## config.mk

```make
export PLATFORM = sky130hd
export DESIGN_NAME = karatsuba_prod_accum
export DESIGN_NICKNAME = d
export VERILOG_FILES = /design/src/rtl/karatsuba_prod_accum.sv
export SDC_FILE = /design/constraint.sdc
export NUM_CORES = 1
export LEC_CHECK = 0
export ABC_CLOCK_PERIOD_IN_PS = 3600
export CAP_MARGIN = 30
export CORE_MARGIN = 2
export CORE_UTILIZATION = 45
export DETAILED_ROUTE_END_ITERATION = 16
export PLACE_DENSITY = 0.72
export REMOVE_ABC_BUFFERS = 1
export SKIP_CTS_REPAIR_TIMING = 1
export SYNTH_ARGS = -nofsm -noshare
export SYNTH_HDL_FRONTEND = slang
export SYNTH_SLANG_ARGS = --single-unit
export TNS_END_PERCENT = 100
```

## constraint.sdc

```tcl
create_clock -name clk -period 3.6 [get_ports clk]
set_input_delay 0.54 -clock clk [delete_from_list [all_inputs] [get_ports clk]]
set_output_delay 0.54 -clock clk [all_outputs]
set_load 0.02 [all_outputs]
```

## src/rtl/karatsuba_prod_accum.sv

```systemverilog
// karatsuba_prod_accum
//
// Purpose:
//   Sits directly downstream of the combinational Karatsuba multiplier and
//   sums a packet of its 2N-bit products (packet end marked by in_last) into
//   a guard-bit-extended accumulator. Each packet's sum is presented on a
//   single-entry registered valid/ready output, together with the number of
//   terms and a sticky overflow flag. Sustains one product beat per cycle,
//   including back-to-back single-beat packets.
//
// Ports:
//   clk        in   1      clock, all state updates on the rising edge
//   rst        in   1      synchronous active-high reset
//   in_valid   in   1      product beat valid
//   in_ready   out  1      block can accept a beat this cycle
//   in_prod    in   2N     unsigned product from the multiplier
//   in_last    in   1      beat is the final term of the packet
//   out_valid  out  1      packet result held
//   out_ready  in   1      downstream consumes the result
//   out_sum    out  ACC_W  packet sum modulo 2^ACC_W
//   out_cnt    out  CNT_W  terms in packet, saturating at all-ones
//   out_ovf    out  1      some addition in the packet carried out of ACC_W

module karatsuba_prod_accum #(
    parameter int N     = 32,
    parameter int G     = 8,
    parameter int CNT_W = 16,
    parameter int ACC_W = 2*N + G
) (
    input  logic               clk,
    input  logic               rst,
    input  logic               in_valid,
    output logic               in_ready,
    input  logic [2*N-1:0]     in_prod,
    input  logic               in_last,
    output logic               out_valid,
    input  logic               out_ready,
    output logic [ACC_W-1:0]   out_sum,
    output logic [CNT_W-1:0]   out_cnt,
    output logic               out_ovf
);

    typedef enum logic [1:0] {
        S_IDLE = 2'd0,
        S_ACC  = 2'd1,
        S_HOLD = 2'd2
    } state_t;

    state_t state;
    state_t state_next;

    logic [ACC_W-1:0] acc;
    logic [CNT_W-1:0] cnt;
    logic             ovf;

    logic             accept;
    logic [ACC_W-1:0] prod_ext;
    logic [ACC_W:0]   sum_ext;
    logic [CNT_W-1:0] cnt_inc;

    assign accept   = in_valid && in_ready;
    assign prod_ext = {{G{1'b0}}, in_prod};
    // The extra top bit of the sum is the carry out of the ACC_W-bit adder.
    assign sum_ext  = {1'b0, acc} + {1'b0, prod_ext};
    assign cnt_inc  = (cnt == {CNT_W{1'b1}}) ? cnt : cnt + CNT_W'(1);

    // State register. Reset discards any partial packet and any held result.
    always_ff @(posedge clk) begin
        if (rst) begin
            state <= S_IDLE;
        end else begin
            state <= state_next;
        end
    end

    // Next-state logic. A held result consumed in the same cycle as a new
    // beat lets that beat start a packet exactly as it would from idle, which
    // is what keeps single-beat packets flowing at full rate.
    always_comb begin
        state_next = state;
        case (state)
            S_IDLE: begin
                if (accept) begin
                    state_next = in_last ? S_HOLD : S_ACC;
                end
            end
            S_ACC: begin
                if (accept && in_last) begin
                    state_next = S_HOLD;
                end
            end
            S_HOLD: begin
                if (out_ready) begin
                    if (accept) begin
                        state_next = in_last ? S_HOLD : S_ACC;
                    end else begin
                        state_next = S_IDLE;
                    end
                end
            end
            default: state_next = S_IDLE;
        endcase
    end

    // Handshake outputs. in_ready depends on out_ready and state only, never
    // on in_valid, so upstream cannot form a combinational loop through us.
    always_comb begin
        in_ready  = (state != S_HOLD) || out_ready;
        out_valid = (state == S_HOLD);
    end

    // Accumulator and result registers. Result registers change only when a
    // packet's last beat is accepted; otherwise they keep the last result.
    always_ff @(posedge clk) begin
        if (rst) begin
            acc     <= '0;
            cnt     <= '0;
            ovf     <= 1'b0;
            out_sum <= '0;
            out_cnt <= '0;
            out_ovf <= 1'b0;
        end else if (accept) begin
            if (state == S_ACC) begin
                if (in_last) begin
                    out_sum <= sum_ext[ACC_W-1:0];
                    out_cnt <= cnt_inc;
                    out_ovf <= ovf | sum_ext[ACC_W];
                    acc     <= '0;
                    cnt     <= '0;
                    ovf     <= 1'b0;
                end else begin
                    acc <= sum_ext[ACC_W-1:0];
                    cnt <= cnt_inc;
                    ovf <= ovf | sum_ext[ACC_W];
                end
            end else begin
                // Idle, or a held result being consumed: the beat opens a
                // fresh packet.
                if (in_last) begin
                    out_sum <= prod_ext;
                    out_cnt <= CNT_W'(1);
                    out_ovf <= 1'b0;
                    acc     <= '0;
                    cnt     <= '0;
                    ovf     <= 1'b0;
                end else begin
                    acc <= prod_ext;
                    cnt <= CNT_W'(1);
                    ovf <= 1'b0;
                end
            end
        end
    end

endmodule
```

After elaboration in Yosys (flattened, before gate mapping) --
Index checks and enable logic that the tools add are counted.
Word-level totals: register bits 180, word-level logic and storage cells 47
Operators by class: $add $sub $neg 2, equality and inequality tests 7, mux-type cells 24, bitwise gates (word level) 1, reduce and logical (&&, ||, !) cells 6
Operators by type and width (count):
- 2-to-1 mux 72 bit | 5
- 2-to-1 mux 16 bit | 6
- adder 72 x 64 -> 73 bit | 1
- 2-to-1 mux 64 bit | 1
- adder 16 x 1 -> 16 bit (second input constant) | 1
- == test 16 bit (second input constant) | 1
- 2-to-1 mux 2 bit | 5
- 2-to-1 mux 1 bit | 6
- inequality test 2 bit (second input constant) | 3
- case mux 2 bit (3 select lines) | 1
- AND reduction 3 bit | 1
- == test 2 x 1 -> 1 bit (second input constant) | 1
- == test 2 bit (second input constant) | 1
- logical AND 1 bit | 2
- logical NOT 2 bit | 1
- inequality test 2 x 1 -> 1 bit (second input constant) | 1
- AND reduction 2 bit | 1
- logical OR 1 bit | 1
- bitwise OR 1 bit | 1

Longest topological paths before layout --
Gate-level depths: netlist of run 1.
depth in word-level cells 6, depth in mapped cells 12, depth with buffers taken out 12

Worst setup path after synthesis of run 1 --
No wires, ideal clock.
path kind in2reg, start input in_prod[0], end register acc[22], arrival 3.017 ns, required time 3.483 ns, setup slack 0.466 ns, stages 12, buffers on the path 0, cells stage by stage ha_1 > fa_1 > a21oi_1 > o22ai_1 > or3_1 > a41o_1 > a21oi_1 > o31ai_1 > a21oi_1 > xor2_1 > o21ai_0 > a22o_1
On the way: longest elaborated chain between the ends 3
Ends and longest elaborated chain:
- from (decl) | RTL line 34 | input logic [2*N-1:0] in_prod,
- adder 72 x 64 -> 73 bit | RTL line 64 | assign sum_ext = {1'b0, acc} + {1'b0, prod_ext};
- 2-to-1 mux 72 bit | RTL line 124 | if (in_last) begin
- 2-to-1 mux 72 bit | RTL line 123 | if (state == S_ACC) begin
- to (signal assigned) | RTL line 132 | acc <= sum_ext[ACC_W-1:0];
- to (signal assigned) | RTL line 147 | acc <= prod_ext;
- to (decl) | RTL line 52 | logic [ACC_W-1:0] acc;
No other way between the ends. A chain may end at the register's enable or synchronous reset.

Final worst setup path of run 1 --
start input in_prod[37], end register out_sum[70]
On the way: longest elaborated chain between the ends 3
Ends and longest elaborated chain:
- adder 72 x 64 -> 73 bit | RTL line 64
- 2-to-1 mux 72 bit | RTL line 124
- 2-to-1 mux 72 bit | RTL line 123
- to (signal assigned) | RTL line 125 | out_sum <= sum_ext[ACC_W-1:0];
- to (signal assigned) | RTL line 140 | out_sum <= prod_ext;
- to (decl) | RTL line 38 | output logic [ACC_W-1:0] out_sum,
No other way between the ends. The select of a mux whose other input is x is not followed.

==> qor.csv, run 1 <==
stage,metric,value,unit
layout,diodes,0,
placement,gp_congestion,0.950,
yosys,syn_inst,1457,
global_route,met2_usage,45.6,%
layout,final_area,14800,um^2
yosys,ys_warn_count,0,
yosys,synthDistinctLibCells,76,
route,drt_wl_total,36.1,mm
global_route,busiest_layer,met2,
route,route.detailed.drc,0,
setup_path,critPathRequiredTime,3.93,ns
global_route,grt_max_degree,88,
setup_path,startpoint_type,input pin,
global_route,grt_pass1_wl,57.3,mm
route,ant_nets,0,
yosys,seq_area_frac_synth,32.2,%
global_route,use_met1,35.2,%
placement,portBuffers,159,
clocking,clock_latency,0.44,ns
clocking,clk_pin_slew_worst_paths,0.08,ns
timing,period_share,97.0,%
layout,fin_util,60.8,%
power_and_ir_drop,ir_worst_vdd,0.287,mV
timing,worst_pin_slew,0.740,ns
timing,finalMaxSlewViolations,0,
job,maxCapViolations,0,
timing,setup_violations,0,
layout,nets,1841,
layout,final_common_cell,nand2_1,
global_route,grtUsageTotal,26.9,%
route,drt_iter0_drc,736,
clocking,cts-root-buf,clkbuf_16,
setup_path,cp_top_family,compound AO/OA/AOI/OAI gates,
yosys,synth_edf_count,0,
power_and_ir_drop,power.internal,3.67,mW
yosys,async_flop_share,0,%
layout,final_cells,2043,
clocking,clockBufferDepth,2,
timing,maxClockFrequency,286,MHz
floorplan,io_pins,160,
setup_path,r2r-end,acc[50]$_SDFFE_PP0P_,
timing,final.setup.worst_slack,0.107,ns
global_route,antenna_found_initial,1,
floorplan,start_util,45.9,%
setup_path,regToRegStartpoint,acc[0]$_SDFFE_PP0P_,
floorplan,coreArea,24300,um^2
global_route,grt_pass1_vias,11286,
layout,mostFrequentLayoutCells,"nand2_1 (200), dfxtp_1 (180), clkdlybuf4s50_1 (158), buf_4 (158), a21oi_1 (156)",
power_and_ir_drop,switching_share,32.5,%
timing,fin_skew,0.0135,ns
hold_path,hold-path-endpoint,out_cnt[1]$_SDFFE_PP0P_,
setup_path,slowest_stage,clkdlybuf4s50_1,
floorplan,fp.dieH,162,um
timing,hold_violations,0,
yosys,ys_ff_latch,180,
placement,dpl_cell_area,14000,um^2
power_and_ir_drop,p_total,5.44,mW
timing,slew_headroom,50.7,%
floorplan,rows,57,
setup_path,cp-end-kind,flop,
clocking,cts_buffers,17,
global_route,grt_overflow,0,
clocking,cts_sinks,180,
placement,pre_cts_ws,-0.395,ns
layout,syn_to_final_growth,32.2,%
setup_path,cp_slowest_stage_delay,0.52,ns
setup_path,r2r_slack,0.37,ns
run_status,status,completed,
timing,fin_tns_setup,0,ns
power_and_ir_drop,p_comb_share,24.8,%
yosys,synthesis.area,11200,um^2
floorplan,dieArea,26100,um^2
hold_path,worst_hold_path_type,reg2reg,
layout,fill_cells,2215,
route,wire_per_inst,17.7,um
placement,place_inst,2008,
power_and_ir_drop,p_per_area,368,nW/um^2
layout,drive_gt1_share,13.5,%
power_and_ir_drop,p_leak,5.97,nW
yosys,syn_avg_cell_area,7.67,um^2
setup_path,crit_path_frequent_cell,nand2_1,
route,vias_per_cell,5.78,
setup_path,ff2ff_path_depth,13,
setup_path,path_class,in2reg,
timing,period_minus_slack,3.49,ns
route,vias,11813,
setup_path,cp.arrival,3.82,ns
power_and_ir_drop,p_seq_share,39.2,%
clocking,htreeDepth,4,
hold_path,worstHoldPathCells,2,
global_route,globalRouteMet3Util,4.67,%
route,dr.pass1.iters,7,
hold_path,hp-start,out_cnt[1]$_SDFFE_PP0P_,
timing,holdWs,0.463,ns
setup_path,path_max_fanout,7,
power_and_ir_drop,p_clk_share,36.0,%
setup_path,crit_buf_inv,2,
yosys,synth_ff_type,dfxtp_1,
setup_path,cp_cell_sequence,clkdlybuf4s50_1 -> ha_2 -> nand4_1 -> nor3_1 -> buf_4 -> nand3_1 -> o211ai_1 -> nand2_1 -> a41oi_4 -> nand2_1 -> and4_1 -> a311o_1,
clocking,cts_tree,yes,
placement,detailed_place_hpwl,26.0,mm
power_and_ir_drop,p_sw,1.77,mW
floorplan,die_x,162,um
power groups by stage:
stage                     Sequential [mW]  Combinational [mW]  Clock (mW)
final                                2.13                1.35        1.96
after global routing                 2.14                1.46        2.06
after CTS                            2.13                1.32        1.99
after detailed placement             2.17                1.31           0
after global placement               2.17                1.30           0
after floorplan                      2.23               0.674           0
flip-flops by register name, summed over array words and instances (netlist names):
register / cells
acc: 72
ovf: 1
state: 2
out_ovf: 1
out_cnt: 16
out_sum: 72
cnt: 16
worst max-delay path by stage:
stage,from,endpoint,slack [ns],depth (start not counted)
2_1_floorplan,out_ready,out_sum[70]$_SDFFE_PP0P_,-2.59,7
3_3_place_gp,in_prod[0],acc[18]$_SDFFE_PP0P_,-0.44,13
5_1_grt,in_prod[1],out_sum[35]$_SDFFE_PP0P_,-0.1,13
6_report,in_prod[37],out_sum[70]$_SDFFE_PP0P_,0.11,12
3_5_place_dp,in_prod[0],acc[22]$_SDFFE_PP0P_,-0.40,13
4_1_cts,in_prod[19],out_sum[70]$_SDFFE_PP0P_,0.05,13
cells by family (layout without fill, tap and decap cells):
logic type                 Yosys count  in the layout  share of synthesized area [%]
AOI/OAI and AO/OA                  502            502                           28.6
xor gates and xnor gates            71             71                           5.56
and+or+nand+nor                    507            507                           20.2
adders and majority gates           66             66                           7.46
buffers and inverters              106            368                           3.68
DFF                                180            180                           32.2
muxes                               25             25                           2.25
worst min-delay path: cells and delay by family, from the launching register on:
kind | cells | cell delay [ns]
compound gates | 1 | 0.05
simple gates | 1 | 0.05
flops | 1 | 0.32
layer usage:
layer | part of all wire (%) | wire [um]
met1 | 45 | 16300
met4 | 1.9 | 697
met2 | 47 | 16900
met3 | 6.0 | 2170
met5 | 0 | 0
synthesized netlist by cell type, types with 11 or more instances:
cell type | n | area share (%)
nand4_1 | 24 | 1.3
ha_1 | 65 | 7.3
xnor2_1 | 43 | 3.4
o21a_1 | 11 | 0.74
mux2i_1 | 24 | 2.1
xor2_1 | 28 | 2.2
o211ai_1 | 11 | 0.74
nand3_1 | 26 | 1.2
a21oi_1 | 159 | 7.1
a21o_1 | 25 | 1.7
nor3_1 | 30 | 1.3
a22o_1 | 13 | 1.0
and3_1 | 19 | 1.1
a31oi_1 | 20 | 1.1
nand2_1 | 201 | 6.8
buf_1 | 15 | 0.50
clkbuf_1 | 62 | 2.1
a22oi_1 | 26 | 1.7
dfxtp_1 | 180 | 32
o21ai_0 | 121 | 5.4
inv_1 | 17 | 0.57
a211oi_1 | 24 | 1.6
nor2_1 | 155 | 5.2
area by class of cell:
type | instances | area [um^2] | share of cell area (%)
inverter | 18 | 67.6 | 0.457
multi-input combinational | 1171 | 7290 | 49.4
clock buffer | 17 | 425 | 2.88
sequential | 180 | 3600 | 24.4
clock inverter | 15 | 183 | 1.24
timing repair buffer | 318 | 2800 | 18.9
tap | 324 | 405 | 2.74
No activity file was read; power rests on OpenSTA's default activity.
==> run 2, diff against run 1 <==
TNS_END_PERCENT = 1   (was 100)
==> run 2 against run 1 <==
  * Clock power about the same
  * Global-route usage stayed put
  * Register-to-register slack lost 0.04 ns
==> qor.csv, run 2 (synthesized netlist as in run 1, its figures left out) <==
stage,metric,value,unit,change
power_and_ir_drop,switching_share,32.6,%,+0.088 points
timing,fin_tns_setup,0,ns,unchanged
layout,mostFrequentLayoutCells,"nand2_1 (200), dfxtp_1 (180), clkdlybuf4s50_1 (158)",,
setup_path,crit_path_frequent_cell,nand2_1,,
floorplan,die_x,162,um,unchanged
hold_path,worst_hold_path_type,reg2reg,,
clocking,htreeDepth,4,,unchanged
setup_path,cp_slowest_stage_delay,0.58,ns,+0.06 ns
timing,finalMaxSlewViolations,0,,unchanged
timing,fin_skew,0.0131,ns,-0.000424 ns
layout,diodes,0,,unchanged
floorplan,start_util,45.9,%,unchanged
setup_path,regToRegStartpoint,acc[11]$_SDFFE_PP0P_,,
route,drt_wl_total,36.0,mm,-0.17%
setup_path,critPathRequiredTime,3.93,ns,about the same
route,dr.pass1.iters,5,,-2
route,wire_per_inst,17.7,um,about the same
power_and_ir_drop,ir_worst_vdd,0.291,mV,+1.4%
global_route,grt_pass1_vias,11286,,unchanged
layout,fin_util,60.6,%,-0.12 points
timing,setup_violations,0,,unchanged
clocking,clock_latency,0.44,ns,about the same
global_route,grt_overflow,0,,unchanged
floorplan,rows,57,,unchanged
global_route,grt_pass1_wl,57.3,mm,unchanged
timing,holdWs,0.460,ns,-0.00270 ns
run_status,status,completed,,
power_and_ir_drop,p_seq_share,39.1,%,about the same
setup_path,path_class,in2reg,,
timing,period_share,98.1,%,+1.1 points
global_route,grtUsageTotal,26.9,%,unchanged
hold_path,hp-start,out_cnt[1]$_SDFFE_PP0P_,,
power_and_ir_drop,p_per_area,369,nW/um^2,+0.31%
setup_path,cp_cell_sequence,clkdlybuf4s50_1 -> ha_4 -> nand4_1 -> nor3_1 -> buf_4 -> nand3_1 -> o211ai_1 -> nand2_1 -> a41oi_4 -> nand2_1 -> and4_1 -> a311o_1,,
floorplan,io_pins,160,,unchanged
setup_path,slowest_stage,o211ai_1,,
power_and_ir_drop,p_leak,5.96,nW,-0.23%
power_and_ir_drop,p_clk_share,36.1,%,about the same
floorplan,dieArea,26100,um^2,unchanged
placement,gp_congestion,0.950,,unchanged
global_route,antenna_found_initial,1,,unchanged
placement,pre_cts_ws,-0.395,ns,unchanged
setup_path,r2r_slack,0.33,ns,-0.04 ns
timing,maxClockFrequency,283,MHz,-1.1%
setup_path,ff2ff_path_depth,11,,-2
setup_path,r2r-end,out_sum[70]$_SDFFE_PP0P_,,
placement,dpl_cell_area,14000,um^2,unchanged
layout,nets,1838,,-0.16%
route,drt_iter0_drc,788,,+7.1%
route,vias,11756,,-0.48%
floorplan,coreArea,24300,um^2,unchanged
route,route.detailed.drc,0,,unchanged
timing,final.setup.worst_slack,0.0679,ns,-0.0387 ns
power_and_ir_drop,p_comb_share,24.8,%,about the same
layout,drive_gt1_share,13.2,%,-0.33 points
setup_path,cp-end-kind,flop,,
clocking,cts_tree,yes,,
hold_path,hold-path-endpoint,out_cnt[1]$_SDFFE_PP0P_,,
timing,rsz0062_at_grt,true,,
timing,period_minus_slack,3.53,ns,+0.0387 ns
hold_path,worstHoldPathCells,2,,unchanged
route,vias_per_cell,5.76,,-0.34%
setup_path,crit_buf_inv,2,,unchanged
layout,final_common_cell,nand2_1,,
clocking,cts_sinks,180,,unchanged
clocking,clockBufferDepth,2,,unchanged
power_and_ir_drop,power.internal,3.67,mW,about the same
layout,final_area,14700,um^2,-0.20%
setup_path,startpoint_type,input pin,,
timing,slew_headroom,50.7,%,about the same
clocking,cts-root-buf,clkbuf_16,,
power_and_ir_drop,p_sw,1.77,mW,+0.38%
setup_path,cp_top_family,compound AO/OA/AOI/OAI gates,,
setup_path,cp.arrival,3.87,ns,+0.05 ns
placement,detailed_place_hpwl,26.0,mm,unchanged
setup_path,path_max_fanout,7,,unchanged
job,maxCapViolations,0,,unchanged
placement,portBuffers,159,,unchanged
clocking,clk_pin_slew_worst_paths,0.08,ns,about the same
layout,syn_to_final_growth,32.0,%,
timing,hold_violations,0,,unchanged
global_route,grt_max_degree,88,,unchanged
floorplan,fp.dieH,162,um,unchanged
clocking,cts_buffers,17,,unchanged
timing,worst_pin_slew,0.740,ns,+0.000259 ns
route,ant_nets,0,,unchanged
layout,top_regs,"acc x72, out_sum x72",,
## run 2: cell types whose count changed in the layout (fill, tap and decap cells not counted), sizes merged
cell,previous run,this run
buf,160,157
## run 2: metrics by stage
stage / std cells / total power, mW
finish: 2040 / 5.44
global route: 2040 / 5.66
CTS: 2040 / 5.45
detailed placement: 2008 / 3.49
global placement: 2007 / 3.47
floorplan: 1369 / 2.90
## run 2: worst max-delay path by stage
stage	end	startpoint	cells past startpoint	slack, ns
finish	out_sum[70]$_SDFFE_PP0P_	in_prod[37]	12	0.07
global route	out_sum[70]$_SDFFE_PP0P_	in_prod[23]	13	-0.03
CTS	out_sum[70]$_SDFFE_PP0P_	in_prod[19]	13	0.05
detailed placement	acc[22]$_SDFFE_PP0P_	in_prod[0]	13	-0.40
global placement	acc[18]$_SDFFE_PP0P_	in_prod[0]	13	-0.44
floorplan	out_sum[70]$_SDFFE_PP0P_	out_ready	7	-2.59
## run 2: power groups by stage
stage / Sequential (mW) / Combinational [mW] / Clock, mW
floorplan: 2.23 / 0.674 / 0
global placement: 2.17 / 1.30 / 0
detailed placement: 2.17 / 1.31 / 0
CTS: 2.13 / 1.32 / 1.99
global route: 2.14 / 1.46 / 2.06
finish: 2.13 / 1.35 / 1.97
## run 2: layer usage
metal	routed length (um)	up-vias	GRT usage, %
met3	2150	56	4.67
met4	713	0	7.55
met1	16500	5568	35.2
li1	-	5798	-
met5	0	-	0
met2	16700	334	45.6
## run 2: worst register-to-register path, stage by stage (launching register included)
cell and delay, ns:
dfxtp_1 0.33, ha_1 0.36, a21oi_1 0.14, o21ai_1 0.29, a221oi_1 0.15, o21a_1 0.21, o211ai_1 0.55, nand2_1 0.22
a41oi_4 0.27, nand2_1 0.14, and4_1 0.22, a311o_1 0.31
## run 2: final cells by class
type	count	area (um^2)
clock buffers	17	425
clock inverters	15	183
fillers	2215	9570
inverters	18	67.6
multi-input cells	1171	7290
flip-flops and latches	180	3600
well taps	324	405
repair buffers	315	2780
